`src/rtl/instruction_fetch.sv`:
```
// Fetch-stage controller: owns the PC, drives the synchronous instruction memory,
// tags returned words with PC/valid, and keeps a small return-address stack.
module instruction_fetch #(
  parameter int              ADDR_W    = 16,
  parameter int              INSTR_W   = 16,
  parameter int              RAS_DEPTH = 4,
  parameter logic [ADDR_W-1:0] RESET_PC = 16'h0000
) (
  input  logic               clk,
  input  logic               rst_n,
  input  logic               stall,
  input  logic               redirect,
  input  logic [ADDR_W-1:0]  redirect_pc,
  input  logic               ras_push,
  input  logic [ADDR_W-1:0]  ras_push_addr,
  input  logic               ras_pop,
  output logic [ADDR_W-1:0]  imem_address,
  output logic               imem_stall,
  input  logic [INSTR_W-1:0] imem_instruction,
  output logic [INSTR_W-1:0] if_instruction,
  output logic [ADDR_W-1:0]  if_pc,
  output logic               if_valid,
  output logic [ADDR_W-1:0]  ras_top,
  output logic               ras_empty,
  output logic               ras_overflow,
  output logic               ras_underflow
);

  localparam int SP_W  = $clog2(RAS_DEPTH);
  localparam int CNT_W = $clog2(RAS_DEPTH + 1);

  logic [ADDR_W-1:0] fetch_pc_q, fetch_pc_d;
  logic [ADDR_W-1:0] if_pc_q, if_pc_d;
  logic              valid_q, valid_d;

  logic [ADDR_W-1:0] ras_q [RAS_DEPTH];
  logic [SP_W-1:0]   sp_q, sp_d, sp_m1;
  logic [CNT_W-1:0]  count_q, count_d;
  logic              overflow_q, overflow_d;
  logic              underflow_q, underflow_d;
  logic              ras_wr_en;
  logic [SP_W-1:0]   ras_wr_idx;
  logic              ras_full, ras_is_empty;

  // Fetch pipeline: redirect beats stall, and the word latched on a redirect edge is wrong-path.
  // NOTE: every always_comb output gets a default first so no latch is inferred.
  always_comb begin
    fetch_pc_d = fetch_pc_q;
    if_pc_d    = if_pc_q;
    valid_d    = valid_q;
    if (redirect) begin
      fetch_pc_d = redirect_pc;
      if_pc_d    = fetch_pc_q;
      valid_d    = 1'b0;
    end else if (!stall) begin
      fetch_pc_d = fetch_pc_q + ADDR_W'(1);
      if_pc_d    = fetch_pc_q;
      valid_d    = 1'b1;
    end
  end

  // NOTE: sequential state uses non-blocking assignments so all flops update together.
  always_ff @(posedge clk or negedge rst_n) begin
    if (!rst_n) begin
      fetch_pc_q <= RESET_PC;
      if_pc_q    <= '0;
      valid_q    <= 1'b0;
    end else begin
      fetch_pc_q <= fetch_pc_d;
      if_pc_q    <= if_pc_d;
      valid_q    <= valid_d;
    end
  end

  assign imem_address   = fetch_pc_q;
  assign imem_stall     = stall & ~redirect;
  assign if_instruction = imem_instruction;
  assign if_pc          = if_pc_q;
  assign if_valid       = valid_q;

  assign ras_full     = (count_q == CNT_W'(RAS_DEPTH));
  assign ras_is_empty = (count_q == '0);
  assign sp_m1        = sp_q - SP_W'(1);

  // Push+pop on a non-empty stack replaces the top in place.
  always_comb begin
    sp_d        = sp_q;
    count_d     = count_q;
    overflow_d  = overflow_q;
    underflow_d = underflow_q;
    ras_wr_en   = 1'b0;
    ras_wr_idx  = sp_q;
    if (ras_push && (!ras_pop || ras_is_empty)) begin
      ras_wr_en = 1'b1;
      sp_d      = sp_q + SP_W'(1);
      if (ras_full) overflow_d = 1'b1;
      else          count_d    = count_q + CNT_W'(1);
    end else if (ras_push && ras_pop) begin
      ras_wr_en  = 1'b1;
      ras_wr_idx = sp_m1;
    end else if (ras_pop) begin
      if (ras_is_empty) begin
        underflow_d = 1'b1;
      end else begin
        sp_d    = sp_m1;
        count_d = count_q - CNT_W'(1);
      end
    end
  end

  always_ff @(posedge clk or negedge rst_n) begin
    if (!rst_n) begin
      sp_q        <= '0;
      count_q     <= '0;
      overflow_q  <= 1'b0;
      underflow_q <= 1'b0;
    end else begin
      sp_q        <= sp_d;
      count_q     <= count_d;
      overflow_q  <= overflow_d;
      underflow_q <= underflow_d;
    end
  end

  // NOTE: the stack storage has no reset; count gates every read, so stale entries are never visible.
  always_ff @(posedge clk) begin
    if (ras_wr_en) ras_q[ras_wr_idx] <= ras_push_addr;
  end

  assign ras_top       = ras_is_empty ? '0 : ras_q[sp_m1];
  assign ras_empty     = ras_is_empty;
  assign ras_overflow  = overflow_q;
  assign ras_underflow = underflow_q;

endmodule

```
`config.mk`:
```
export PLATFORM = sky130hd
export DESIGN_NAME = instruction_fetch
export DESIGN_NICKNAME = d
export VERILOG_FILES = /design/src/rtl/instruction_fetch.sv
export SDC_FILE = /design/constraint.sdc
export NUM_CORES = 1
export LEC_CHECK = 0
export ABC_AREA = 1
export CELL_PAD_IN_SITES_DETAIL_PLACEMENT = 0
export CELL_PAD_IN_SITES_GLOBAL_PLACEMENT = 1
export CORE_ASPECT_RATIO = 1.1
export CORE_UTILIZATION = 25
export CTS_CLUSTER_SIZE = 25
export DETAILED_ROUTE_END_ITERATION = 12
export PLACE_DENSITY = 0.68
export RECOVER_POWER = 25
export SLEW_MARGIN = 20
export SYNTH_ARGS = -nofsm -noshare
export SYNTH_HDL_FRONTEND = slang
export SYNTH_SLANG_ARGS = --single-unit
export TNS_END_PERCENT = 100
```
`constraint.sdc`:
```
create_clock -name clk -period 3.46 [get_ports clk]
set_clock_uncertainty 0.15 [all_clocks]
set_input_delay 0.692 -clock clk [delete_from_list [all_inputs] [get_ports clk]]
set_output_delay 0.692 -clock clk [all_outputs]
set_load 0.005 [all_outputs]
```
; Word level (Yosys, flattened, before mapping)
; Memories as Yosys holds them, arrays and structs flattened.
; Index checks and enable logic that the tools add are counted.
[word_totals]
register_bits = 40
out_inout_bits = 69
wordCells = 54
inputBits = 54
ramBits = 64
memories = 1
[classes]
n_reduce_logical = 10
n_bitwise = 4
muxes = 22
eq_ne = 5
n_addsub = 5
[memory_table]
columns = name, depth, word_bits, rd, rd_clocked_by_memory_dff, write_ports, line_no
row1 = ras_q, 4, 16, 1, 0, 1, 36  ; logic [ADDR_W-1:0] ras_q [RAS_DEPTH];
[op_table]
columns = cell, n
row1 = 16-bit two-way mux, 5
row2 = 16-bit by 1-bit adder with 16-bit output (second input constant), 1
row3 = 3-bit two-way mux, 5
row4 = 2-bit two-way mux, 6
row5 = 4-bit AND reduction, 2
row6 = 1-bit two-way mux, 6
row7 = 2-bit by 1-bit inequality test with 1-bit output (second input constant), 2
row8 = 2-bit inequality test (second input constant), 2
row9 = 3-bit by 1-bit adder with 3-bit output (second input constant), 1
row10 = 3-bit equality test (second input constant), 1
row11 = 3-bit logical NOT, 1
row12 = 1-bit inverter, 3
row13 = 3-bit AND reduction, 1
row14 = 3-bit by 1-bit subtractor with 3-bit output (second input constant), 1
row15 = 2-bit by 1-bit adder with 2-bit output (second input constant), 1
row16 = 1-bit logical AND, 2
row17 = 2-bit AND reduction, 1
row18 = 2-bit nonzero test, 1
row19 = 2-bit by 1-bit subtractor with 2-bit output (second input constant), 1
row20 = 1-bit bitwise AND, 1
row21 = 1-bit logical NOT, 1
row22 = 1-bit logical OR, 1

; Depth between registers and ports, before layout
; Gate-level depths: netlist of the first run.
[logic_depth]
depth_word = 6
ltp_mapped = 12
ltp_nobuf = 12

; Worst setup path before layout of the first run
; OpenSTA, ideal clock, no wires.
[synth_path]
path_type = input port to flip-flop
from = input port ras_push
to = memory ras_q[0][0] (enable)
t_arrival_ps = 2281
cell_stages = 4
path_buffers = 1
t_required_ps = 2901
path_slack_ps = 620
setup_ps = 409
path_cell_list = buf_2 nand3_2 xor2_2 nor3_1
[synth_between]
elab_chain_len = 5
elab_cells_between_ends = 8
classes_between = mux: 6 / reduce/logical: 2
[synth_lines]
columns = item, line_no
row1 = from (decl), 14  ; input logic ras_push,
row2 = 1-bit logical AND, 98  ; end else if (ras_push && ras_pop) begin
row3 = 1-bit two-way mux, 98
row4 = 1-bit two-way mux, 93  ; if (ras_push && (!ras_pop || ras_is_empty)) begin
row5 = 1-bit two-way mux, 127  ; if (ras_wr_en) ras_q[ras_wr_idx] <= ras_push_addr;
row6 = 1-bit two-way mux (not written as such), 127
row7 = to (decl), 36
; Parallel ways exist; a longest one is shown, timed or not.

; Worst setup path in the final report of the first run
[layout_path]
from = register sp_q[1]
to = output port ras_top[3]
[layout_between]
elab_chain_len = 3
[layout_lines]
columns = item, line_no
row1 = from (decl), 37  ; logic [SP_W-1:0] sp_q, sp_d, sp_m1;
row2 = from (signal assigned), 118  ; sp_q <= sp_d;
row3 = 2-bit by 1-bit subtractor with 2-bit output, 83  ; assign sp_m1 = sp_q - SP_W'(1);
row4 = memory 4 x 16 bit, -
row5 = 16-bit two-way mux, 130  ; assign ras_top = ras_is_empty ? '0 : ras_q[sp_m1];
row6 = to (decl), 23  ; output logic [ADDR_W-1:0] ras_top,
; No other way between the ends.

==> results of run 1 <==
## timing repair
item,in CTS,in global routing
hold endpoints to repair,0,0
setup buffers,0,0
setup endpoints to repair,0,3
resized for setup,0,1
## metal layers
layer  global-route usage (%)  vias up  share of wire (%)
met4                    4.773        0                1.9
met5                        0        -                  0
met2                    19.17      129                 45
li1                         -     1698                  -
met3                    4.375       27                7.7
met1                    15.83     1617                 46
## stage by stage
| stage | std cells | setup WS [ns] | hold WS [ns] | util (%) |
|---|---|---|---|---|
| 4_1_cts | 780 | 0.05899 | 0.3262 | 32.74 |
| 3_5_place_dp | 765 | 0.4448 | 0.3093 | 31.24 |
| 5_1_grt | 780 | 0.02346 | 0.3500 | 32.74 |
| 6_report | 780 | 0.2239 | 0.3198 | 32.74 |
| 2_1_floorplan | 456 | 0.6202 | 0.2464 | - |
| 3_3_place_gp | 765 | 0.5147 | 0.3113 | 31.24 |
## layout make-up
type	count	area, sq um
Clock buffer	9	225.2
Clock inverter	6	52.55
Fill cell	1881	12470
Inverter	34	131.4
Multi-Input combinational cell	287	1488
Sequential cell	104	2923
Tap cell	243	304.0
Timing Repair Buffer	97	947.2
## power by group
| part | internal, mW | switching [mW] | leakage [nW] |
|---|---|---|---|
| logic | 0.744 | 0.792 | 1.19 |
| clock network | 0.495 | 0.481 | 0.130 |
| registers | 1.59 | 0.135 | 1.07 |
| total | 2.83 | 1.41 | 2.38 |
## cell usage in the layout (no fill, tap or decap), types with 3 or more instances in the layout
| cell | synthesis | routed |
|---|---|---|
| nand3_2 | 3 | 3 |
| nor2_1 | 19 | 19 |
| nor3_1 | 9 | 7 |
| a31oi_1 | 15 | 15 |
| inv_1 | 22 | 22 |
| clkbuf_16 | 0 | 9 |
| nand3_1 | 22 | 22 |
| nand2_4 | 5 | 5 |
| a22o_1 | 16 | 16 |
| nand2_1 | 143 | 143 |
| dlygate4sd3_1 | 0 | 16 |
| edfxtp_1 | 64 | 64 |
| o21ai_0 | 16 | 16 |
| inv_2 | 11 | 10 |
| a21oi_1 | 4 | 4 |
| buf_4 | 18 | 7 |
| nand2_2 | 3 | 3 |
| nor2_4 | 3 | 3 |
| clkdlybuf4s50_1 | 0 | 73 |
| o211ai_1 | 6 | 6 |
| o21ai_1 | 5 | 5 |
| dfrtp_1 | 40 | 40 |
## flip-flops by register name (all words and copies together), names as in the netlist
| signal | count |
|---|---|
| ras_q | 64 |
| ras_overflow | 1 |
| sp_q | 2 |
| if_valid | 1 |
| if_pc | 16 |
| imem_address | 16 |
| count_q | 3 |
| ras_underflow | 1 |
## cells by family (layout without fill, tap and decap cells)
kind of cell / after synthesis / after routing / synth area share (%)
xor+xnor: 5 / 5 / 1.079
fa+ha+maj: 2 / 2 / 0.5262
buf+inv: 65 / 146 / 7.447
flops: 104 / 104 / 61.47
simple gates: 211 / 211 / 19.76
compound gates: 69 / 69 / 9.711
## how the worst max path moves through the flow
stage                            end  slack [ns]           startpoint
3_5_place_dp              ras_top[3]        0.44  sp_q[1]$_DFFE_PN0P_
2_1_floorplan  ras_q[0][0]$_DFFE_PP_        0.62             ras_push
4_1_cts                   ras_top[3]        0.06  sp_q[1]$_DFFE_PN0P_
6_report                  ras_top[3]        0.22  sp_q[1]$_DFFE_PN0P_
3_3_place_gp              ras_top[3]        0.51  sp_q[1]$_DFFE_PN0P_
5_1_grt                   ras_top[3]        0.02  sp_q[1]$_DFFE_PN0P_
## synth_stat cells (all sizes together) (2+ instances only)
library cell,n
nand2,151
nand3,26
ha,2
o21ai,23
a31oi,15
o211ai,6
buf,30
dfrtp,40
nor3,9
a22o,16
edfxtp,64
xor2,3
inv,34
a21oi,4
nor2,23
xnor2,2
## worst max-delay path, delay by kind of cell (launching register included)
family,cells,cell delay (ns)
buffers and inverters,3,1.09
AND/OR/NAND/NOR,2,0.30
flip-flops,1,0.44
AO/OA/AOI/OAI,1,0.20
==> flow_summary.ini, run 1 <==
[worst_setup_path]
worstSetupPathType = reg -> out
rrSetupSlack_ns = 1.11
cp-end-kind = primary output
slowest_stage = clkdlybuf4s50_1
crit_chain = clkinv_2, nand2_4, inv_2, nand2_1, a31oi_1, clkdlybuf4s50_1
r2r-end = ras_q[3][8]$_DFFE_PP_
worstPathRequired_ns = 2.62
reg2regPathDepth = 9
r2r_start = sp_q[1]$_DFFE_PN0P_
start_kind = register
crit_path_max_fanout = 20
arrival_ns = 2.39
cp_slowest_stage_delay_ns = 0.54

[die]
io_pins = 123
dieArea_sq_um = 19570
core_area_sq_um = 18540
die_h_um = 146.6
fp.dieW_um = 133.5
rows = 52
start_util_pct = 25.64

[synth]
synth_cell_types = 37
synth_nets = 512
ys_ff_latch = 104
synth_area_leaders = edfxtp_1, dfrtp_1, nand2_1
yosys_warnings = 0
synth_area_sq_um = 4755
synth_edf_count = 64
postSynthCellCount = 456
yosysTopAreaCellShare_pct = 40.42
synth_ff_type = edfxtp_1
ys_seq_area_share_pct = 61.47
avgSynthCellArea_sq_um = 10.43
async_flop_share_pct = 38.46
synth_top_cell_by_area = edfxtp_1

[global_route]
overflow = 0
grtUsageTotal_pct = 12.41
grt_max_degree = 41
grt_pass1_wl_um = 18810
grt_antenna_before_repair = 0
grt_pass1_vias = 3599

[hold_path]
min_path_type = reg -> reg
min_from = ras_overflow$_DFFE_PN0P_
hold-path-endpoint = ras_overflow$_DFFE_PN0P_
hold_depth = 1

[drt]
drc = 0
drtAntennaViolNets = 0
vias_per_cell = 4.450
vias = 3471
wl_per_cell_um = 14.75
firstDrtPassIters = 4
drtIter0Drc = 179
routed_wl_um = 11510

[placed_design]
place_area_sq_um = 5793
dp_hpwl_um = 7976
gp_congestion = 0.8694
portBuffers = 90

[clock_network]
htree_levels = 3
cts.sinks = 104
clock_latency_ns = 0.35
cts_tree = built
clockBufferDepth = 2
cts-root-buf = clkbuf_16
postCtsHoldBufs = 0
cts_buffers = 9
clk_pin_slew_ns = 0.07

[timing]
rsz0062_at_grt = no
finalSetupViolCount = 0
maxSlewViolCount = 41
fmax_ghz = 0.3090
tns_ns = 0
fin_crit_ns = 3.236
timing.final.crit_share_pct = 93.53
relSlewSlack_pct = -54.24
timing.final.hold_violations = 0
worstMarginPinSlew_ns = 2.314

[outcome]
status = finished, violations left
violations = max-capacitance violations, max-slew violations

[run]
drv_cap = 1

[finish]
nNetsFinal = 589
insertedDiodeCount = 0
layout-drive-gt1-share_pct = 10.43
syn_to_final_growth_pct = 27.68
fin_area_sq_um = 6071

[power_and_ir_drop]
ir_worst_vdd_v = 0.0002971
p_total_mw = 4.235
p_per_area_nw_per_um2 = 697.7
p_leak_nw = 2.384
(Power assumes the default switching activity.)
==> run 2, diff against run 1 <==
--- a/config.mk
+++ b/config.mk
@@ -9,12 +9,12 @@
 export CELL_PAD_IN_SITES_DETAIL_PLACEMENT = 0
 export CELL_PAD_IN_SITES_GLOBAL_PLACEMENT = 1
 export CORE_ASPECT_RATIO = 1.1
+export CORE_MARGIN = 5
 export CORE_UTILIZATION = 25
 export CTS_CLUSTER_SIZE = 25
 export DETAILED_ROUTE_END_ITERATION = 12
 export PLACE_DENSITY = 0.68
 export RECOVER_POWER = 25
-export SLEW_MARGIN = 20
 export SYNTH_ARGS = -nofsm -noshare
 export SYNTH_HDL_FRONTEND = slang
 export SYNTH_SLANG_ARGS = --single-unit
==> run 2 against run 1 <==
Effect of this change: the flow still finishes with violations (max-capacitance violations, max-slew violations); hold slack better by 0.0093 ns; wire length up 4.0%; sequential share of layout area about the same; critical endpoint is now ras_top[12].
==> flow_summary.ini, run 2 (synthesis gave the netlist of run 1 again) <==
[timing]
fmax_ghz = 0.3105
tns_ns = 0
fin_crit_ns = 3.220
timing.final.hold_violations = 0
finalSetupViolCount = 0
worstMarginPinSlew_ns = 2.268
rsz0062_at_grt = no
maxSlewViolCount = 41
relSlewSlack_pct = -51.17
timing.final.crit_share_pct = 93.07

[hold_path]
hold_depth = 1
min_path_type = reg -> reg
min_from = ras_overflow$_DFFE_PN0P_

[placed_design]
gp_congestion = 0.8012
dp_hpwl_um = 8641
portBuffers = 90

[finish]
nFillCells = 1957
mostFrequentLayoutCells = nand2_1, clkdlybuf4s50_1, edfxtp_1, dfrtp_1
insertedDiodeCount = 0
top_register = ras_q
largest_reg_flops = 64
final_common_cell = nand2_1
syn_to_final_growth_pct = 27.66
layout-drive-gt1-share_pct = 10.04
nNetsFinal = 589

[clock_network]
cts-root-buf = clkbuf_16
clockBufferDepth = 2
cts_tree = built
htree_levels = 3
clk_pin_slew_ns = 0.07
cts.sinks = 104
postCtsHoldBufs = 0
cts_buffers = 9
post_cts_buffers = 0
clock_latency_ns = 0.35

[drt]
vias_per_cell = 4.445
wl_per_cell_um = 15.25
drtAntennaViolNets = 0
routed_wl_um = 11970
drc = 0
firstDrtPassIters = 4
drtIter0Drc = 122
vias = 3489

[outcome]
status = finished, violations left
violations = max-capacitance violations, max-slew violations

[worst_setup_path]
start_kind = register
critPathLaunch = sp_q[1]$_DFFE_PN0P_
worstSetupPathType = reg -> out
crit_path_max_fanout = 20
r2r_start = sp_q[1]$_DFFE_PN0P_
reg2regPathDepth = 9
cp-end-kind = primary output
worstPathRequired_ns = 2.62
arrival_ns = 2.38

[power_and_ir_drop]
p_per_area_nw_per_um2 = 696.8
p_leak_nw = 2.387
p_total_mw = 4.229
ir_worst_vdd_v = 0.0003158

[global_route]
grt_pass1_vias = 3613
use_met1_pct = 13.85
grt_pass1_wl_um = 19400
use_met2_pct = 18.09
grt_max_degree = 41
grt.busiest_layer = met2
grt_antenna_before_repair = 0
overflow = 0
grtUsageTotal_pct = 11.20
met3_usage_pct = 4.267

[die]
fp.dieW_um = 141.5
rows = 53
dieArea_sq_um = 21880
start_util_pct = 25.16
io_pins = 123
die_h_um = 154.6
core_area_sq_um = 18900

[run]
drv_cap = 1
run 2: changes by cell type in the layout (fill, tap and decap cells not counted), sizes merged:
cell	before	now
clkinv	3	7
clkinvlp	2	0
inv	35	34
run 2: worst max-delay path: stages (launching register included):
cell	delay (ns)
dfrtp_1	0.44
clkinv_2	0.26
nand2_4	0.20
inv_2	0.29
nand2_1	0.10
a31oi_1	0.20
clkdlybuf4s50_1	0.53
run 2: area by class of cell:
type                    count  area (sq um)  area share [%]
clock buffers               9         225.2           3.711
clock inverters             7         46.29          0.7627
inverters                  34         131.4           2.165
multi-input cells         287          1488           24.51
flip-flops and latches    104          2923           48.15
well taps                 247         309.0           5.092
repair buffers             97         947.2           15.61
run 2: where the power goes:
part,switching (mW),internal [mW]
combinational,0.809,0.745
sequential,0.137,1.59
clock,0.461,0.487
run 2: worst paths after layout:
kind | endpoint | slack (ns)
setup / recovery | ras_top[12] | 0.24
hold / removal | ras_overflow$_DFFE_PN0P_ | 0.33
setup reg to reg | ras_q[3][8]$_DFFE_PP_ | 1.17
hold reg to reg | ras_overflow$_DFFE_PN0P_ | 0.33
max in group asynchronous | sp_q[0]$_DFFE_PN0P_ | 1.00
min in group asynchronous | imem_address[14]$_DFFE_PN0N_ | 0.87
run 2: per-stage QoR:
stage                     std cells  setup WS (ns)  hold WS [ns]  cell area, sq um  utilization, %
after global placement          769         0.5010        0.3162              5798           30.68
final                           785         0.2397        0.3291              6070           32.12
after floorplan                 456         0.6202        0.2464              4755               -
after CTS                       785        0.07419        0.3360              6070           32.12
after detailed placement        769         0.4654        0.3111              5798           30.68
after global routing            785        0.03849        0.3460              6070           32.12
run 2: layer usage:
layer,vias to the layer above,wire length (um)
met3,16,966
met4,0,229
li1,1696,-
met5,-,0
met1,1651,5185
met2,126,5593
run 2: what timing repair did:
| action | CTS | global route |
|---|---|---|
| setup endpoints to repair | 0 | 6 |
| hold endpoints to repair | 0 | 0 |
| resized for setup | 0 | 1 |
